## config.mk

```make
export PLATFORM = sky130hd
export DESIGN_NAME = uart_rx_os
export DESIGN_NICKNAME = d
export VERILOG_FILES = /design/src/rtl/uart_pkg.sv /design/src/rtl/uart_rx_sampler.sv /design/src/rtl/uart_rx_os.sv
export SDC_FILE = /design/constraint.sdc
export NUM_CORES = 1
export LEC_CHECK = 0
export CAP_MARGIN = 20
export CORE_UTILIZATION = 31
export DETAILED_ROUTE_END_ITERATION = 10
export GPL_TIMING_DRIVEN = 0
export PLACE_DENSITY = 0.55
export REMOVE_ABC_BUFFERS = 1
export SLEW_MARGIN = 10
export SYNTH_ARGS = -nofsm -noshare
export SYNTH_HDL_FRONTEND = slang
export SYNTH_HIERARCHICAL = 1
export SYNTH_SLANG_ARGS = --single-unit
```

## constraint.sdc

```tcl
create_clock -name clk -period 3.25 [get_ports clk]
set_input_delay 0.325 -clock clk [delete_from_list [all_inputs] [get_ports clk]]
set_output_delay 0.325 -clock clk [all_outputs]
set_load 0.03 [all_outputs]
```

## src/rtl/uart_pkg.sv

```systemverilog
// Shared types for the oversampling UART receiver: FSM states, latched frame config,
// and the data-bit-count decode.
package uart_pkg;

  typedef enum logic [2:0] {IDLE, START, DATA, PARITY, STOP} rx_state_e;

  typedef struct packed {
    logic [1:0] dbits;
    logic       par_en;
    logic       par_odd;
    logic       stop2;
  } rx_cfg_t;

  localparam int DBITS_MIN = 5;
  localparam int MAX_DBITS = 8;

  function automatic logic [3:0] nbits(input logic [1:0] dbits);
    return 4'(DBITS_MIN) + {2'b00, dbits};
  endfunction

endpackage

```

## src/rtl/uart_rx_sampler.sv

```systemverilog
// rx synchroniser, per-bit tick counter and bit strobe; 3-tick majority vote when
// UART_RX_MAJORITY_EN is defined (strobe then lands one tick after the centre tick).
module uart_rx_sampler #(
  parameter int OSR     = 16,
  parameter int SYNC_FF = 2
) (
  input  logic clk,
  input  logic rst_n,
  input  logic rx_tick,
  input  logic rx,
  input  logic idle,
  input  logic in_start,
  output logic rxs,
  output logic bit_stb,
  output logic bit_val
);

  localparam int CW = $clog2(OSR);
  localparam logic [CW-1:0] MID  = CW'(OSR / 2 - 1);
  localparam logic [CW-1:0] LAST = CW'(OSR - 1);

  logic [SYNC_FF-1:0] sync_q;
  logic [CW-1:0]      tcnt;
  logic               centre;

  always_ff @(posedge clk or negedge rst_n) begin
    if (!rst_n) sync_q <= '1;
    else        sync_q <= {sync_q[SYNC_FF-2:0], rx};
  end

  assign rxs = sync_q[SYNC_FF-1];

  // START re-references the counter at its centre so later bits land on LAST
  assign centre = !idle && (in_start ? (tcnt == MID) : (tcnt == LAST));

  always_ff @(posedge clk or negedge rst_n) begin
    if (!rst_n) begin
      tcnt <= '0;
    end else if (idle) begin
      tcnt <= '0;
    end else if (rx_tick) begin
      if (centre || tcnt == LAST) tcnt <= '0;
      else                        tcnt <= tcnt + CW'(1);
    end
  end

`ifdef UART_RX_MAJORITY_EN
  logic [1:0] hist_q;
  logic       pend_q;

  always_ff @(posedge clk or negedge rst_n) begin
    if (!rst_n) begin
      hist_q <= 2'b11;
      pend_q <= 1'b0;
    end else if (rx_tick) begin
      hist_q <= {hist_q[0], rxs};
      pend_q <= centre;
    end
  end

  assign bit_stb = rx_tick && pend_q;
  assign bit_val = (hist_q[1] & hist_q[0]) | (hist_q[1] & rxs) | (hist_q[0] & rxs);
`else
  assign bit_stb = rx_tick && centre;
  assign bit_val = rxs;
`endif

endmodule

```

## src/rtl/uart_rx_os.sv

```systemverilog
// Oversampling UART receiver with error/break/overrun detection and a valid/ready holding
// register; rx_valid_o rises 1 clk after the last stop sample (UART_RX_MAJORITY_EN: 3-tick vote).
module uart_rx_os
  import uart_pkg::*;
#(
  parameter int OSR     = 16,
  parameter int DATA_W  = 32,
  parameter int SYNC_FF = 2
) (
  input  logic              clk,
  input  logic              rst_n,
  input  logic              rx_tick,
  input  logic [1:0]        data_bit_num_i,
  input  logic              parity_en_i,
  input  logic              parity_type_i,
  input  logic              stop_bit_num_i,
  input  logic              rx,
  input  logic              rx_ready_i,
  output logic              rx_valid_o,
  output logic [DATA_W-1:0] rx_data_o,
  output logic              parity_error_o,
  output logic              frame_error_o,
  output logic              break_o,
  output logic              overrun_o,
  output logic              rts_n
);

  rx_state_e              state;
  rx_cfg_t                cfg_q;
  logic [MAX_DBITS-1:0]   data_q;
  logic [2:0]             bcnt;
  logic                   par_q, perr_q, stop0_q, stop_cnt;
  logic                   rxs, bit_stb, bit_val;

  logic                   last_data, par_exp, last_stop, first_stop;
  logic                   brk, ferr, xfer, load, valid_d;
  logic [DATA_W-1:0]      word;

  uart_rx_sampler #(.OSR(OSR), .SYNC_FF(SYNC_FF)) u_sampler (
    .clk      (clk),
    .rst_n    (rst_n),
    .rx_tick  (rx_tick),
    .rx       (rx),
    .idle     (state == IDLE),
    .in_start (state == START),
    .rxs      (rxs),
    .bit_stb  (bit_stb),
    .bit_val  (bit_val)
  );

  always_comb begin
    last_data  = ({1'b0, bcnt} == nbits(cfg_q.dbits) - 4'd1);
    par_exp    = cfg_q.par_odd ? ~^data_q : ^data_q;
    last_stop  = bit_stb && (state == STOP) && (!cfg_q.stop2 || stop_cnt);
    first_stop = cfg_q.stop2 ? stop0_q : bit_val;
    brk        = (data_q == '0) && (!cfg_q.par_en || !par_q) && !first_stop;
    ferr       = brk || !bit_val || (cfg_q.stop2 && !stop0_q);
    xfer       = rx_valid_o && rx_ready_i;
    load       = last_stop && (!rx_valid_o || rx_ready_i);
    valid_d    = load ? 1'b1 : (xfer ? 1'b0 : rx_valid_o);
    word       = '0;
    word[MAX_DBITS-1:0] = data_q;
  end

  always_ff @(posedge clk or negedge rst_n) begin
    if (!rst_n) begin
      state    <= IDLE;
      cfg_q    <= '0;
      data_q   <= '0;
      bcnt     <= '0;
      par_q    <= 1'b0;
      perr_q   <= 1'b0;
      stop0_q  <= 1'b0;
      stop_cnt <= 1'b0;
    end else begin
      case (state)
        IDLE: begin
          cfg_q    <= '{dbits: data_bit_num_i, par_en: parity_en_i,
                        par_odd: parity_type_i, stop2: stop_bit_num_i};
          data_q   <= '0;
          bcnt     <= '0;
          par_q    <= 1'b0;
          perr_q   <= 1'b0;
          stop0_q  <= 1'b0;
          stop_cnt <= 1'b0;
          if (rx_tick && !rxs) state <= START;
        end
        START: if (bit_stb) state <= bit_val ? IDLE : DATA;
        DATA: if (bit_stb) begin
          data_q[bcnt] <= bit_val;
          bcnt         <= bcnt + 3'd1;
          if (last_data) state <= cfg_q.par_en ? PARITY : STOP;
        end
        PARITY: if (bit_stb) begin
          par_q  <= bit_val;
          perr_q <= (bit_val != par_exp);
          state  <= STOP;
        end
        STOP: if (bit_stb) begin
          // leave on the stop centre so a back-to-back start edge is not missed
          if (last_stop) begin
            state <= IDLE;
          end else begin
            stop0_q  <= bit_val;
            stop_cnt <= 1'b1;
          end
        end
        default: state <= IDLE;
      endcase
    end
  end

  always_ff @(posedge clk or negedge rst_n) begin
    if (!rst_n) begin
      rx_valid_o     <= 1'b0;
      rts_n          <= 1'b1;
      rx_data_o      <= '0;
      parity_error_o <= 1'b0;
      frame_error_o  <= 1'b0;
      break_o        <= 1'b0;
      overrun_o      <= 1'b0;
    end else begin
      rx_valid_o <= valid_d;
      rts_n      <= valid_d;
      if (load) begin
        rx_data_o      <= word;
        parity_error_o <= perr_q;
        frame_error_o  <= ferr;
        break_o        <= brk;
      end
      if (last_stop && !load) overrun_o <= 1'b1;
      else if (xfer)          overrun_o <= 1'b0;
    end
  end

endmodule

```

=== Word level (Yosys, flattened, before mapping) ===
Index checks and enable logic that the tools add are counted.
W data, S select, Z words.

* Bits in writable memories: 0
* Register bits: 43
* Input port bits: 10
* Word-level logic and storage cells: 119
* Memories: 0
* Latch bits: 0
* Memory bits (read-only): 0
* Output and inout bits: 38

* Reductions and logical operators: 40
* Bitwise gates (word level): 0
* Shifts and indexed selects: 0
* Add/sub/neg operators: 4
* $mul: 0
* Equal/unequal tests: 16
* Div/mod/pow operators: 0
* Muxes and demuxes: 37
* Magnitude comparators: 2

{| class="wikitable"
|+ Operators by type and width
! operator !! number
|-
| $mux W3 || 9
|-
| $ne A2 B2 Y1 const B || 8
|-
| $pmux W8 S2 || 1
|-
| $pmux W3 S5 || 1
|-
| $mux W1 || 14
|-
| $logic_and A1 B1 Y1 || 12
|-
| $mux W4 || 3
|-
| $reduce_bool A2 Y1 || 5
|-
| $logic_not A1 Y1 || 9
|-
| $bwmux W8 || 1
|-
| $logic_not A8 Y1 || 1
|-
| $mux W8 || 1
|-
| $pmux W1 S2 || 4
|-
| $reduce_xnor A8 Y1 || 1
|-
| $reduce_xor A8 Y1 || 1
|-
| $reduce_and A7 Y1 || 1
|-
| $eq A3 B2 Y1 const B || 2
|-
| $logic_or A1 B1 Y1 || 6
|-
| $pmux W3 S2 || 1
|-
| $add A3 B2 Y4 const A || 1
|-
| $add A4 B1 Y4 const B || 1
|-
| $eq A3 B4 Y1 || 1
|-
| $eq A4 B3 Y1 const B || 1
|-
| $eq A4 B4 Y1 const B || 1
|-
| other kinds (12) || 13
|}

=== Depth between registers and ports, before layout ===
Gate-level depths: netlist of run 1.

* Depth after elaboration: 10
* Mapped depth: 10
* Mapped depth without buffers: 7

=== Hierarchy ===
Netlist of run 1, hierarchy kept.

{| class="wikitable"
|+ Modules (own cells, without submodules)
! module !! cells an instance !! seq. area each (um^2) !! area an instance (um^2) !! times used
|-
| uart_rx_os || 213 || 927.1 || 2069.5 || 1
|-
| uart_rx_sampler || 24 || 152.6 || 290.3 || 1
|}

=== Worst setup path after synthesis of run 1 ===
OpenSTA, ideal clock, no wires.

* Path type: reg2reg
* Start: register state[2]
* End: register frame_error_o
* Buffers on the path: 3
* Path slack: 0.506 ns
* Arrival: 2.626 ns
* Setup time: 0.118 ns
* Data required time: 3.132 ns
* Period minus slack after synthesis: 2.744 ns
* Cell stages (with the launch flop): 10
* Cell sequence: dfrtp_1 > or3_1 > clkbuf_1 > clkbuf_1 > inv_1 > nor4b_1 > nor3b_1 > nand4_1 > clkbuf_1 > a21o_1

* Word-level cells in the longest chain between the ends: 7
* Elaborated cells between the ends (all ways): 10
* Classes of those cells: eq/ne (2); mux (1); reduce/logical (7)

{| class="wikitable"
|+ RTL lines
! element !! RTL line !! RTL
|-
| start, declared || uart_rx_os.sv:28 || <nowiki>rx_state_e state;</nowiki>
|-
| start signal, assigned || uart_rx_os.sv:88 || <nowiki>START: if (bit_stb) state <= bit_val ? IDLE : DATA;</nowiki>
|-
| start signal, assigned || uart_rx_os.sv:92 || <nowiki>if (last_data) state <= cfg_q.par_en ? PARITY : STOP;</nowiki>
|-
| $eq A3 B1 Y1 / $logic_not A3 Y1 (equally long branches) || uart_rx_os.sv:45, uart_rx_os.sv:44 ||
|-
| $mux W1 / $logic_not A1 Y1 (equally long branches) || uart_rx_sampler.sv:34 || <nowiki>assign centre = !idle && (in_start ? (tcnt == MID) : (tcnt == LAST));</nowiki>
|-
| $logic_and A1 B1 Y1 * || uart_rx_sampler.sv:34 ||
|-
| $logic_and A1 B1 Y1 * || uart_rx_sampler.sv:64 || <nowiki>assign bit_stb = rx_tick && centre;</nowiki>
|-
| named net bit_stb || uart_rx_os.sv:33 || <nowiki>logic rxs, bit_stb, bit_val;</nowiki>
|-
| $logic_and A1 B1 Y1 * (2 in a row) || uart_rx_os.sv:54 || <nowiki>last_stop = bit_stb && (state == STOP) && (!cfg_q.stop2 || stop_cnt);</nowiki>
|-
| $logic_and A1 B1 Y1 * || uart_rx_os.sv:59 || <nowiki>load = last_stop && (!rx_valid_o || rx_ready_i);</nowiki>
|-
| end signal, assigned || uart_rx_os.sv:128 || <nowiki>frame_error_o <= ferr;</nowiki>
|-
| end, declared || uart_rx_os.sv:22 || <nowiki>output logic frame_error_o,</nowiki>
|}

The timed path passes the listed nets; every way through them passes the cells marked *.
A chain may end at the register's enable or synchronous reset.

=== Final worst setup path of run 1 ===
* Start: register state[1]
* End: register rx_data_o[6]

* Word-level cells in the longest chain between the ends: 7
* Elaborated cells between the ends (all ways): 10
* Classes of those cells: eq/ne (2); mux (1); reduce/logical (7)

{| class="wikitable"
|+ RTL lines
! element !! RTL line !! RTL
|-
| $eq A3 B1 Y1 / $logic_not A3 Y1 (equally long branches) || uart_rx_os.sv:45, uart_rx_os.sv:44 ||
|-
| $mux W1 / $logic_not A1 Y1 (equally long branches) || uart_rx_sampler.sv:34 ||
|-
| $logic_and A1 B1 Y1 * || uart_rx_sampler.sv:34 ||
|-
| $logic_and A1 B1 Y1 * || uart_rx_sampler.sv:64 ||
|-
| named net bit_stb || uart_rx_os.sv:33 ||
|-
| $logic_and A1 B1 Y1 * (2 in a row) || uart_rx_os.sv:54 ||
|-
| $logic_and A1 B1 Y1 * || uart_rx_os.sv:59 ||
|-
| end signal, assigned || uart_rx_os.sv:126 || <nowiki>rx_data_o <= word;</nowiki>
|-
| end, declared || uart_rx_os.sv:20 || <nowiki>output logic [DATA_W-1:0] rx_data_o,</nowiki>
|}

Marked as above.

==> impl_metrics.tcl, run 1 <==
set metrics [dict create \
    status "complete, no violations" \
    final_antenna_net_count 0 \
    max_cap_violations 0 \
    clkPwrFrac 0.346 \
    fp.dieH_um 89.2 \
    ios 48 \
    setup.worst_path.class "flop to flop" \
    synth_cell_type_count 50 \
    io_buffers 23 \
    clk_path_buf_depth 2 \
    reg2reg_depth 7 \
    core-area_um2 7290 \
    gp_congestion 0.765 \
    worstHoldPathType "flop to flop" \
    ys.flop_type "dfrtp_1" \
    worst_slack_ps 228 \
    intPower_mw 1.03 \
    fp-row-count 31 \
    antenna_cells 0 \
    dp_hpwl_mm 2.93 \
    place_ws_ps -678 \
    worstReg2RegStart "state[1]" \
    maxSlewViolCount 0 \
    synth_edf_count 0 \
    drt_iter0_markers 80 \
    ys_ff_latch 43 \
    dieArea_um2 7960 \
    min_period_over_period 0.930 \
    whs_path_depth 0 \
    die_w_um 89.2 \
    post_synth.cell_area_avg_um2 9.96 \
    grt_pass1_wl_mm 7.36 \
    post-synth-top-area-fraction 0.424 \
    fmax_ghz 0.331 \
    r2r_slack_ps 230 \
    whs_ps 359 \
    antenna_found_initial 0 \
    critPathRequiredTime_ps 3420 \
    rsz0062_at_grt "true" \
    clkLatencyLatePin_ps 300 \
    min_period_ps 3020 \
    crit_arrival_ps 3190 \
    critPathCaptureType "flop" \
    ir_worst_vdd_mv 0.184 \
    hold_end "u_sampler/sync_q[1]" \
    synth_area_um2 2360 \
    seq_power_share 0.462 \
    fin_skew_ps 9.47 \
    fillers 753 \
    power_leakage_nw 1.28 \
    swShare 0.273 \
    routed_wl_mm 4.30 \
    cts_tree "built" \
    cts_sinks 43 \
    gr-total-overflow 0 \
    yosysWarningCount 6 \
    rr_endpoint "rx_data_o[6]" \
    layout.cells.non_filler 358 \
    nNetsFinal 274 \
    design_area_um2 2760 \
    clk_pin_slew_ps 80 \
    cts_htree_levels 2 \
    grt_pass1_vias 1517 \
    synth.largest_area_cell "dfrtp_1" \
    cts_buffers 5 \
    vias 1625 \
    wl_per_cell_um 12.0 \
    dp.cells 347 \
    hold_violations 0 \
    slew-limit-headroom 0.604 \
    critPathLaunchType "flop" \
    drtPass1Iterations 5 \
    p_switching_mw 0.386 \
    viasPerCell 4.54 \
    async_reset_ff_frac 1.00 \
    critPathMaxFanout 14 \
    power_density_nw_per_um2 513 \
    setup_violations 0 \
    grt_max_degree 32 \
    syn_to_final_growth_pct 16.9 \
    clock-root-buffer "clkbuf_8" \
    syn_inst 237 \
    min_from "u_sampler/sync_q[0]" \
    yosys-top-cells-area "dfrtp_1 42%, buf_4 8.0%, nand2_1 4.0%, dfstp_2 3.3%, mux2_2 3.3%" \
    track_usage 0.123 \
    initial_core_util 0.324 \
    drive_above_1_share 0.116 \
    drc 0 \
    ys_seq_area_frac 0.458 \
    tightestPinTransition_ps 593 \
    p_comb_frac 0.191 \
    place_area_um2 2590 \
]
## layer usage
metal	up-vias	global-route usage	wire (um)
met5	-	0	0
met3	5	0.0212	126
met4	0	0.0563	82
met2	36	0.199	2040
li1	820	-	-
met1	764	0.160	2050
## sequential cells by signal, indices dropped and copies added (netlist names), 2 cells and up
| signal | cells |
|---|---|
| data_q | 8 |
| rx_data_o | 8 |
| cfg_q | 5 |
| u_sampler/tcnt | 4 |
| bcnt | 3 |
| state | 3 |
| u_sampler/sync_q | 2 |
## how the worst max path moves through the flow
stage / from / to / slack (ps) / cells after the start
6_report: state[1] / rx_data_o[6] / 230 / 7
3_5_place_dp: state[2] / parity_error_o / -680 / 6
5_1_grt: state[1] / rx_data_o[1] / -30 / 7
4_1_cts: state[2] / rx_data_o[6] / 110 / 7
2_1_floorplan: state[2] / parity_error_o / -440 / 6
3_3_place_gp: state[2] / parity_error_o / -1650 / 6
## kinds of logic (layout without fill, tap and decap cells)
family	count (synthesis)	after routing	share of synthesized area
other	1	24	0.00159
AND/OR/NAND/NOR	67	68	0.156
adder cells (fa/ha/maj)	6	6	0.0318
flip-flops	43	43	0.458
AO/OA/AOI/OAI	45	45	0.132
XOR/XNOR	9	9	0.0334
buffers and inverters	52	50	0.125
multiplexers	14	14	0.0631
## repair_timing
item	in CTS	in global routing
endpoints found under the setup margin	20	16
hold buffers	1	0
hold endpoints to repair	12	0
resized for setup	2	1
pin swaps	1	0
buffers inserted	1	0
cloned	1	0
## cells in the mapped netlist, types with 2 or more instances
cell type,instances
a22o_1,6
buf_4,25
nand3_1,6
mux2i_1,7
dfrtp_1,40
or3_1,4
ha_1,6
a21oi_1,6
o211ai_1,2
xnor2_1,8
o21ai_0,14
nor2_1,7
o2bb2ai_1,2
nand2b_1,3
dfstp_2,3
mux2_2,7
inv_1,15
buf_2,4
clkbuf_1,8
nor3b_1,5
nand4_1,2
a21o_1,2
nor3b_2,2
nand2_1,25
nand3b_1,2
nor2b_1,2
## metrics by stage
stage / TNS (ps) / util / power, mW
final: 0 / 0.378 / 1.42
after global routing: -94.5 / 0.378 / 1.51
after CTS: 0 / 0.378 / 1.44
after detailed placement: -6320 / 0.355 / 0.938
after global placement: -32040 / 0.351 / 0.928
after floorplan: -3410 / - / 0.867
## layout make-up
| type | instances | area, um2 | area share |
|---|---|---|---|
| Inverter | 15 | 56.3 | 0.0204 |
| Timing Repair Buffer | 27 | 270 | 0.0980 |
| Tap cell | 99 | 124 | 0.0449 |
| Sequential cell | 43 | 1080 | 0.392 |
| Clock inverter | 2 | 60.1 | 0.0218 |
| Clock buffer | 6 | 72.6 | 0.0263 |
| Multi-Input combinational cell | 166 | 1090 | 0.397 |
## power by group through the flow
stage	combinational, mW	clock, mW	sequential (mW)
floorplan	0.220	0	0.648
global placement	0.264	0	0.664
detailed placement	0.273	0	0.665
CTS	0.275	0.511	0.655
global route	0.316	0.525	0.667
finish	0.270	0.490	0.654
## cell usage in the layout, fill, tap and decap left out, drive strengths merged, types with 3 or more instances in the layout
cell and count:
dfrtp 40, buf 4, dfstp 3, nor2 7
or3 4, a22o 6, o21ai 14, conb 24
mux2 7, nor3b 7, mux2i 7, nand2 25
nand2b 4, a21oi 6, nand3 6, clkbuf 6
clkdlybuf4s50 22, inv 15, xnor2 8, ha 6
nand4 3
## worst max-delay path, stage by stage, from the launching register on
cell	delay (ps)
dfrtp_1	620
or3_4	330
inv_1	150
nor4b_2	600
nor3b_2	510
nand4_1	440
nand2_1	170
o21ai_0	80
No activity file was read; power rests on OpenSTA's default activity.
==> run 2: changes to the inputs <==
--- a/config.mk
+++ b/config.mk
@@ -6,12 +6,11 @@
 export NUM_CORES = 1
 export LEC_CHECK = 0
 export CAP_MARGIN = 20
-export CORE_UTILIZATION = 31
+export CORE_UTILIZATION = 50
 export DETAILED_ROUTE_END_ITERATION = 10
 export GPL_TIMING_DRIVEN = 0
-export PLACE_DENSITY = 0.55
+export PLACE_DENSITY = 0.8
 export REMOVE_ABC_BUFFERS = 1
-export SLEW_MARGIN = 10
 export SYNTH_ARGS = -nofsm -noshare
 export SYNTH_HDL_FRONTEND = slang
 export SYNTH_HIERARCHICAL = 1
==> run 2 against run 1 <==
  * The flow now finishes with violations (DRC)
  * Die area down 37%
  * Wire length is 1.5% higher
  * Highest routed layer unchanged
  * Critical endpoint is now parity_error_o
  * Utilization up 22 points
==> impl_metrics.tcl, run 2 (synthesis gave the netlist of run 1 again) <==
set metrics [dict create \
    worstHoldPathType "flop to flop" \
    clk_path_buf_depth 2 \
    largestRegisters "data_q: 8 flops, rx_data_o: 8 flops, cfg_q: 5 flops" \
    cts_htree_levels 2 \
    design_area_um2 2660 \
    critPathLaunchType "flop" \
    syn_to_final_growth_pct 12.6 \
    dp.cells 300 \
    clkPwrFrac 0.272 \
    setup_violations 0 \
    min_period_ps 2920 \
    critPathCaptureType "flop" \
    hold_violations 0 \
    dieArea_um2 5000 \
    worstReg2RegStart "state[2]" \
    cts_sinks 43 \
    track_usage 0.186 \
    fillers 382 \
    core-area_um2 4440 \
    power_density_nw_per_um2 482 \
    viasPerCell 5.46 \
    post-route-util 0.598 \
    p_switching_mw 0.387 \
    slew-limit-headroom 0.634 \
    io_buffers 23 \
    grt_max_degree 30 \
    critPathMaxFanout 18 \
    swShare 0.302 \
    initial_core_util 0.531 \
    max_cap_violations 0 \
    min_period_over_period 0.898 \
    drc 6 \
    gr-total-overflow 0 \
    clock-root-buffer "clkbuf_8" \
    ios 48 \
    setup.worst_path.class "flop to flop" \
    setup_tns_ps 0 \
    layout.cells.non_filler 311 \
    reg2reg_depth 8 \
    drtPass1Iterations 7 \
    crit_arrival_ps 3110 \
    antenna_found_initial 0 \
    r2r_slack_ps 330 \
    place_ws_ps -495 \
    gp_congestion 0.779 \
    dp_hpwl_mm 2.97 \
    tightestPinTransition_ps 549 \
    ir_worst_vdd_mv 0.214 \
    violations "DRC" \
    maxSlewViolCount 0 \
    fin_skew_ps 11.9 \
    routed_wl_mm 4.37 \
    rsz0062_at_grt "false" \
    grt_pass1_wl_mm 7.32 \
    fp-row-count 24 \
    p_comb_frac 0.214 \
    vias 1698 \
    fp.dieH_um 70.7 \
    clkLatencyLatePin_ps 300 \
    final_antenna_net_count 0 \
    power_leakage_nw 1.27 \
    cts_tree "built" \
    drive_above_1_share 0.112 \
    hold_end "u_sampler/sync_q[1]" \
    clk_pin_slew_ps 80 \
    antenna_cells 0 \
    grt_pass1_vias 1638 \
    seq_power_share 0.514 \
    rr_endpoint "parity_error_o" \
    mostFrequentLayoutCell "dfrtp_1" \
    die_w_um 70.7 \
    layout_common_cells "40 x dfrtp_1, 25 x nand2_1, 24 x conb_1" \
    cts_buffers 5 \
    whs_path_depth 0 \
    fmax_ghz 0.343 \
    nNetsFinal 274 \
    intPower_mw 0.893 \
    drt_iter0_markers 81 \
    place_area_um2 2530 \
    wl_per_cell_um 14.0 \
    critPathRequiredTime_ps 3440 \
    worst_slack_ps 333 \
    status "finished, violations left" \
    min_from "u_sampler/sync_q[0]" \
]
## run 2: cell count changes in the layout (fill, tap and decap cells not counted)
| cell | delta |
|---|---|
| bufinv_16 | -2 |
| clkbuf_8 | +1 |
| clkinv_2 | +1 |
| dfrtp_1 | +1 |
| dfrtp_2 | -1 |
## run 2: stage by stage
step           power [mW]  hold slack (ps)
6_report             1.28              358
5_1_grt              1.36              361
4_1_cts              1.29              359
3_5_place_dp        0.941              267
3_3_place_gp        0.923              347
2_1_floorplan       0.867             29.4
## run 2: worst max path at each step
| stage | startpoint | endpoint | slack [ps] | cells past startpoint |
|---|---|---|---|---|
| after floorplan | state[2] | parity_error_o | -440 | 6 |
| after global placement | state[2] | parity_error_o | -1500 | 6 |
| after detailed placement | state[2] | parity_error_o | -490 | 7 |
| after CTS | state[2] | parity_error_o | 130 | 7 |
| after global routing | state[2] | break_o | 110 | 8 |
| final | state[2] | parity_error_o | 330 | 8 |
## run 2: layout make-up
| type | instances | area, um2 | share of cell area |
|---|---|---|---|
| sequential | 43 | 1080 | 0.406 |
| clock buffer | 7 | 86.3 | 0.0325 |
| tap | 52 | 65.1 | 0.0245 |
| clock inverter | 1 | 5.00 | 0.00188 |
| timing repair buffer | 27 | 270 | 0.102 |
| inverter | 15 | 56.3 | 0.0212 |
| multi-input combinational | 166 | 1090 | 0.412 |
## run 2: power groups by stage
stage          sequential (mW)  combinational, mW  clock (mW)
6_report                 0.658              0.275       0.348
5_1_grt                  0.668              0.312       0.377
4_1_cts                  0.656              0.277       0.359
3_5_place_dp             0.666              0.274           0
3_3_place_gp             0.663              0.260           0
2_1_floorplan            0.648              0.220           0
## run 2: per-layer routing
layer	up-vias	routed length, um	GRT usage	part of all wire
met5	-	0	0	0
met4	0	116	0.113	0.027
met3	10	181	0.0356	0.041
met2	53	2120	0.303	0.48
met1	817	1950	0.230	0.45
li1	818	-	-	-
## run 2: worst max-delay path, cell delays in order (launching register included)
cell     delay (ps)
dfrtp_1         690
or3_4           350
inv_1           150
nor4b_2         290
buf_4           230
nor3b_2         410
nand4_1         180
buf_4           230
mux2_2          270
## run 2: timing repair
item	CTS	global route
endpoints found under the setup margin	11	3
pin swaps	1	1
hold buffers	1	0
cloned	1	0
endpoints found under the hold margin	12	0
resized for setup	2	0
buffers inserted	0	1
